File: src/rtl/seg7_scan_display_pkg.sv
// Shared seven-segment definitions: blank pattern, active-low hex glyphs and
// the width helper for the refresh prescaler.
package seg7_scan_display_pkg;

  typedef logic [3:0] nibble_t;

  // Active-low glyphs, bit order {g,f,e,d,c,b,a}
  localparam logic [6:0] SEG_BLANK = 7'h7F;
  localparam logic [6:0] SEG_0 = 7'h40;
  localparam logic [6:0] SEG_1 = 7'h79;
  localparam logic [6:0] SEG_2 = 7'h24;
  localparam logic [6:0] SEG_3 = 7'h30;
  localparam logic [6:0] SEG_4 = 7'h19;
  localparam logic [6:0] SEG_5 = 7'h12;
  localparam logic [6:0] SEG_6 = 7'h02;
  localparam logic [6:0] SEG_7 = 7'h78;
  localparam logic [6:0] SEG_8 = 7'h00;
  localparam logic [6:0] SEG_9 = 7'h10;
  localparam logic [6:0] SEG_A = 7'h08;
  localparam logic [6:0] SEG_B = 7'h03;
  localparam logic [6:0] SEG_C = 7'h46;
  localparam logic [6:0] SEG_D = 7'h21;
  localparam logic [6:0] SEG_E = 7'h06;
  localparam logic [6:0] SEG_F = 7'h0E;

  // Scan ring states; the state value doubles as the digit index
  localparam logic [1:0] DIG0 = 2'd0;
  localparam logic [1:0] DIG1 = 2'd1;
  localparam logic [1:0] DIG2 = 2'd2;
  localparam logic [1:0] DIG3 = 2'd3;

  // Bits needed to count 0..value-1, never less than one
  function automatic int clog2(input int value);
    int width;
    width = 1;
    while ((1 << width) < value) width++;
    return width;
  endfunction

endpackage

File: src/rtl/seg7_scan_display_hex_to_seg7.sv
// Combinational nibble to active-low seven-segment glyph decoder, shared by
// the display blocks.
module hex_to_seg7
  import seg7_scan_display_pkg::*;
(
  input  logic [3:0] nibble,
  output logic [6:0] seg
);

  always_comb begin
    seg = SEG_BLANK;
    case (nibble)
      4'h0: seg = SEG_0;
      4'h1: seg = SEG_1;
      4'h2: seg = SEG_2;
      4'h3: seg = SEG_3;
      4'h4: seg = SEG_4;
      4'h5: seg = SEG_5;
      4'h6: seg = SEG_6;
      4'h7: seg = SEG_7;
      4'h8: seg = SEG_8;
      4'h9: seg = SEG_9;
      4'hA: seg = SEG_A;
      4'hB: seg = SEG_B;
      4'hC: seg = SEG_C;
      4'hD: seg = SEG_D;
      4'hE: seg = SEG_E;
      4'hF: seg = SEG_F;
      default: seg = SEG_BLANK;
    endcase
  end

endmodule

File: src/rtl/seg7_scan_display.sv
// Four-digit history of captured nibbles, time-multiplexed onto a
// common-anode seven-segment display with registered, glitch-free outputs.
module seg7_scan_display
  import seg7_scan_display_pkg::*;
#(
  parameter int REFRESH_DIV = 100000
) (
  input  logic       clk,
  input  logic       reset,
  input  logic       din_valid,
  input  logic [3:0] din,
  input  logic       hold,
  output logic [3:0] an,
  output logic [6:0] seg,
  output logic       scan_tick
);

  localparam int CNT_W = clog2(REFRESH_DIV);
  localparam logic [CNT_W-1:0] CNT_LAST = CNT_W'(REFRESH_DIV - 1);

  logic [CNT_W-1:0] cnt;
  logic             slot_end;
  logic [1:0]       scan_idx;
  logic [1:0]       scan_next;
  nibble_t          digit [4];
  logic [3:0]       fill;
  logic [6:0]       glyph;
  logic             capture;

  assign slot_end = (cnt == CNT_LAST);
  assign capture  = din_valid && !hold;

  always_ff @(posedge clk) begin
    if (!reset) begin
      cnt <= '0;
    end else if (slot_end) begin
      cnt <= '0;
    end else begin
      cnt <= cnt + 1'b1;
    end
  end

  always_comb begin
    scan_next = DIG0;
    case (scan_idx)
      DIG0:    scan_next = DIG1;
      DIG1:    scan_next = DIG2;
      DIG2:    scan_next = DIG3;
      DIG3:    scan_next = DIG0;
      default: scan_next = DIG0;
    endcase
  end

  always_ff @(posedge clk) begin
    if (!reset) begin
      scan_idx <= DIG0;
    end else if (slot_end) begin
      scan_idx <= scan_next;
    end
  end

  // Newest nibble enters at digit 0; fill marks which slots hold real data
  always_ff @(posedge clk) begin
    if (!reset) begin
      for (int i = 0; i < 4; i++) digit[i] <= '0;
      fill <= '0;
    end else if (capture) begin
      digit[3] <= digit[2];
      digit[2] <= digit[1];
      digit[1] <= digit[0];
      digit[0] <= din;
      fill     <= {fill[2:0], 1'b1};
    end
  end

  hex_to_seg7 u_hex_to_seg7 (
    .nibble (digit[scan_idx]),
    .seg    (glyph)
  );

  // Output stage: an and seg update on the same edge from last cycle's state
  always_ff @(posedge clk) begin
    if (!reset) begin
      an        <= 4'b1111;
      seg       <= SEG_BLANK;
      scan_tick <= 1'b0;
    end else begin
      an        <= ~(4'b0001 << scan_idx);
      seg       <= fill[scan_idx] ? glyph : SEG_BLANK;
      scan_tick <= slot_end;
    end
  end

endmodule

File: config.mk
export PLATFORM = sky130hd
export DESIGN_NAME = seg7_scan_display
export DESIGN_NICKNAME = d
export VERILOG_FILES = /design/src/rtl/seg7_scan_display_pkg.sv /design/src/rtl/seg7_scan_display_hex_to_seg7.sv /design/src/rtl/seg7_scan_display.sv
export SDC_FILE = /design/constraint.sdc
export NUM_CORES = 1
export LEC_CHECK = 0
export CAP_MARGIN = 20
export CORE_ASPECT_RATIO = 0.7
export CORE_MARGIN = 2
export CORE_UTILIZATION = 23
export DETAILED_ROUTE_END_ITERATION = 12
export GPL_TIMING_DRIVEN = 0
export SYNTH_ARGS = -nofsm -noshare
export SYNTH_HDL_FRONTEND = slang
export SYNTH_HIERARCHICAL = 1
export SYNTH_SLANG_ARGS = --single-unit
File: constraint.sdc
create_clock -name clk -period 2.1 [get_ports clk]
set_input_delay 0.315 -clock clk [delete_from_list [all_inputs] [get_ports clk]]
set_output_delay 0.315 -clock clk [all_outputs]
set_load 0.02 [all_outputs]
==> out/results.tsv <==
metric	value	unit
route.vias.total	1568	
maxCapViolations	0	
cp_slowest_stage_delay	0.54	ns
port_buffers	18	
vdd_ir_drop_max	0.000376	V
worst_slew_pin_slew	0.621	ns
yosys-top-cells-area	dfxtp_1 31%, edfxtp_1 20%, ha_1 6.8%	
die_h	89.5	um
syn_nets	234	
syn_area	2400	um2
end_kind	register	
fin_nets	264	
clockBufferDepth	2	
cpLargestDelayFamily	multiplexers	
worstSetupPathType	register to register	
postRouteAntennaNets	0	
power_density	713	nW/um2
rrSetupSlack	0.08	ns
drt-initial-drc-count	118	
initial_core_util	0.234	
whs_endpoint	an[3]	
final_max_slew_viol_count	0	
netlist.area_leader.share	0.308	
crit_slowest_cell	mux4_2	
path_max_fanout	4	
synthArstFlopShare	0	
ys_types	37	
period_needed	2.02	ns
yosys.area.top_type	dfxtp_1	
outcome	finished clean	
grt_pass1_wl	6.97	mm
cp.required	2.27	ns
cpMostUsedCell	mux4_2	
synth.most_common_cell	dfxtp_1	
synthFlopType	dfxtp_1	
fmax	494	MHz
clkSinkCount	53	
clock_tree.root_cell	clkbuf_16	
hold_violations	0	
cts_tree	done	
cp.arrival	2.20	ns
die-width	126	um
setup_viol	0	
clk_pin_slew	0.07	ns
gp_congestion	0.779	
r2r_start	digit[0][0]	
cellLeakagePower	1.07	nW
hp-start	reset	
synth.avg_cell_area	11.3	um2
drive_gt1_frac	0.176	
grt_pass1_vias	1473	
synth_edf_count	16	
rsz0062_at_grt	no	
row_count	31	
rr_worst_depth	6	
hold_depth	2	
cts_hold_buf	0	
holdWs	0.332	ns
core-area	10200	um2
drt-total-wl	4.36	mm
hold_class	primary input to register	
finalPower	2.11	mW
period_share	0.963	
path_buf_inv	2	
drt_pass1_iterations	7	
num_io_pins	20	
insertedDiodeCount	0	
grt_usage	0.0775	
place_hpwl	3.04	mm
routed_via_density	4.17	
crit_chain	mux4_2, inv_2, ha_4, inv_1, mux4_2, or2_4	
yosys_warnings	6	
routedWlPerCell	11.6	um
clkLatencyLatePin	0.29	ns
start_kind	register	
grt_max_degree	17	
ys_seq_area_frac	0.509	
yosys-top-cells-count	37 x dfxtp_1, 23 x nor2_1, 18 x and2_1	
r2r_end	seg[3]	
numCtsBuffers	5	
drc	0	
synth_seq_cells	53	
syn_inst	213	
grt-ovfl-total	0	
relSlewSlack	0.586	
htreeDepth	2	
area_delta_synth_final	23.0	%
die_area	11300	um2
antenna_found_initial	0	
finalSetupTns	0	ns
finalClockSkew	0.00780	ns
==> power breakdown <==
group          switching [mW]  total (mW)  internal (mW)
combinational          0.0960       0.188         0.0924
sequential             0.0186        1.11           1.09
clock                   0.333       0.808          0.476
total                   0.447        2.11           1.66
==> registers in the layout, indices dropped and copies added (netlist names), named ones only <==
signal	count
cnt	17
digit	16
seg	7
an	4
fill	4
scan_idx	2
scan_tick	1
==> repair_timing <==
action / 4_1_cts / 5_1_grt
resized for setup: 2 / 4
endpoints found under the setup margin: 1 / 1
buffers inserted: 4 / 1
==> cell usage in the layout (no fill, tap or decap), types with 2 or more instances in the layout <==
cell type        count
dfxtp_1             36
nor2_1              23
and2_1              18
clkdlybuf4s50_1     18
edfxtp_1            16
nand2_1             10
xnor2_1             10
ha_1                10
nand4_1              8
inv_1                7
mux4_2               6
nand3_1              6
mux2i_1              6
or2_2                6
xor2_1               5
clkbuf_16            5
buf_4                5
o21ai_0              5
nor4_1               4
clkbuf_1             4
a22o_1               3
inv_2                3
buf_2                2
nand2b_1             2
clkbuf_8             2
and4_4               2
and3_1               2
nor3_1               2
or3_1                2
ha_2                 2
==> metal layers <==
layer	up-vias	track usage	part of all wire
met5	-	0	0
met4	0	0.0240	0.013
met3	6	0.0239	0.054
met2	40	0.120	0.41
met1	726	0.105	0.52
li1	796	-	-
==> kinds of logic after synthesis <==
family,Yosys count,synth area share
buffers and inverters,17,0.0354
multiplexers,13,0.0860
flip-flops,53,0.509
adder cells (fa/ha/maj),13,0.0677
AND/OR/NAND/NOR,91,0.216
AO/OA/AOI/OAI,11,0.0313
XOR/XNOR,15,0.0547
==> through the flow <==
stage	instances	util	cell area (um2)	worst slack (ns)
final	376	0.288	2950	0.0767
after floorplan	213	-	2400	0.0195
after detailed placement	363	0.268	2750	-0.102
after CTS	375	0.286	2930	0.00256
after global placement	363	0.268	2750	-0.101
after global routing	376	0.288	2950	0.00207
==> worst register-to-register path, delay by kind of cell, from the launching register on <==
| family | cells | cell delay [ns] |
|---|---|---|
| muxes | 2 | 0.97 |
| DFF | 1 | 0.40 |
| and+or+nand+nor | 1 | 0.25 |
| buffers and inverters | 2 | 0.14 |
| adders and majority gates | 1 | 0.14 |
==> layout make-up <==
cell class / instances / area, um2
fill: 1068 / 7290
inverter: 10 / 37.5
buffer: 7 / 47.5
tap: 132 / 165
multi-input combinational: 143 / 1110
sequential: 53 / 1220
timing repair buffer: 23 / 218
clock buffer: 8 / 146
==> how the worst max path moves through the flow <==
stage / depth (start not counted) / slack [ns] / endpoint / from
2_1_floorplan: 6 / 0.02 / seg[3] / register
3_3_place_gp: 6 / -0.10 / seg[3] / register
3_5_place_dp: 6 / -0.10 / seg[3] / register
4_1_cts: 4 / 0.003 / seg[3] / register
5_1_grt: 6 / 0.002 / seg[3] / register
6_report: 6 / 0.08 / seg[3] / digit[0][0]
(Power assumes the default switching activity.)
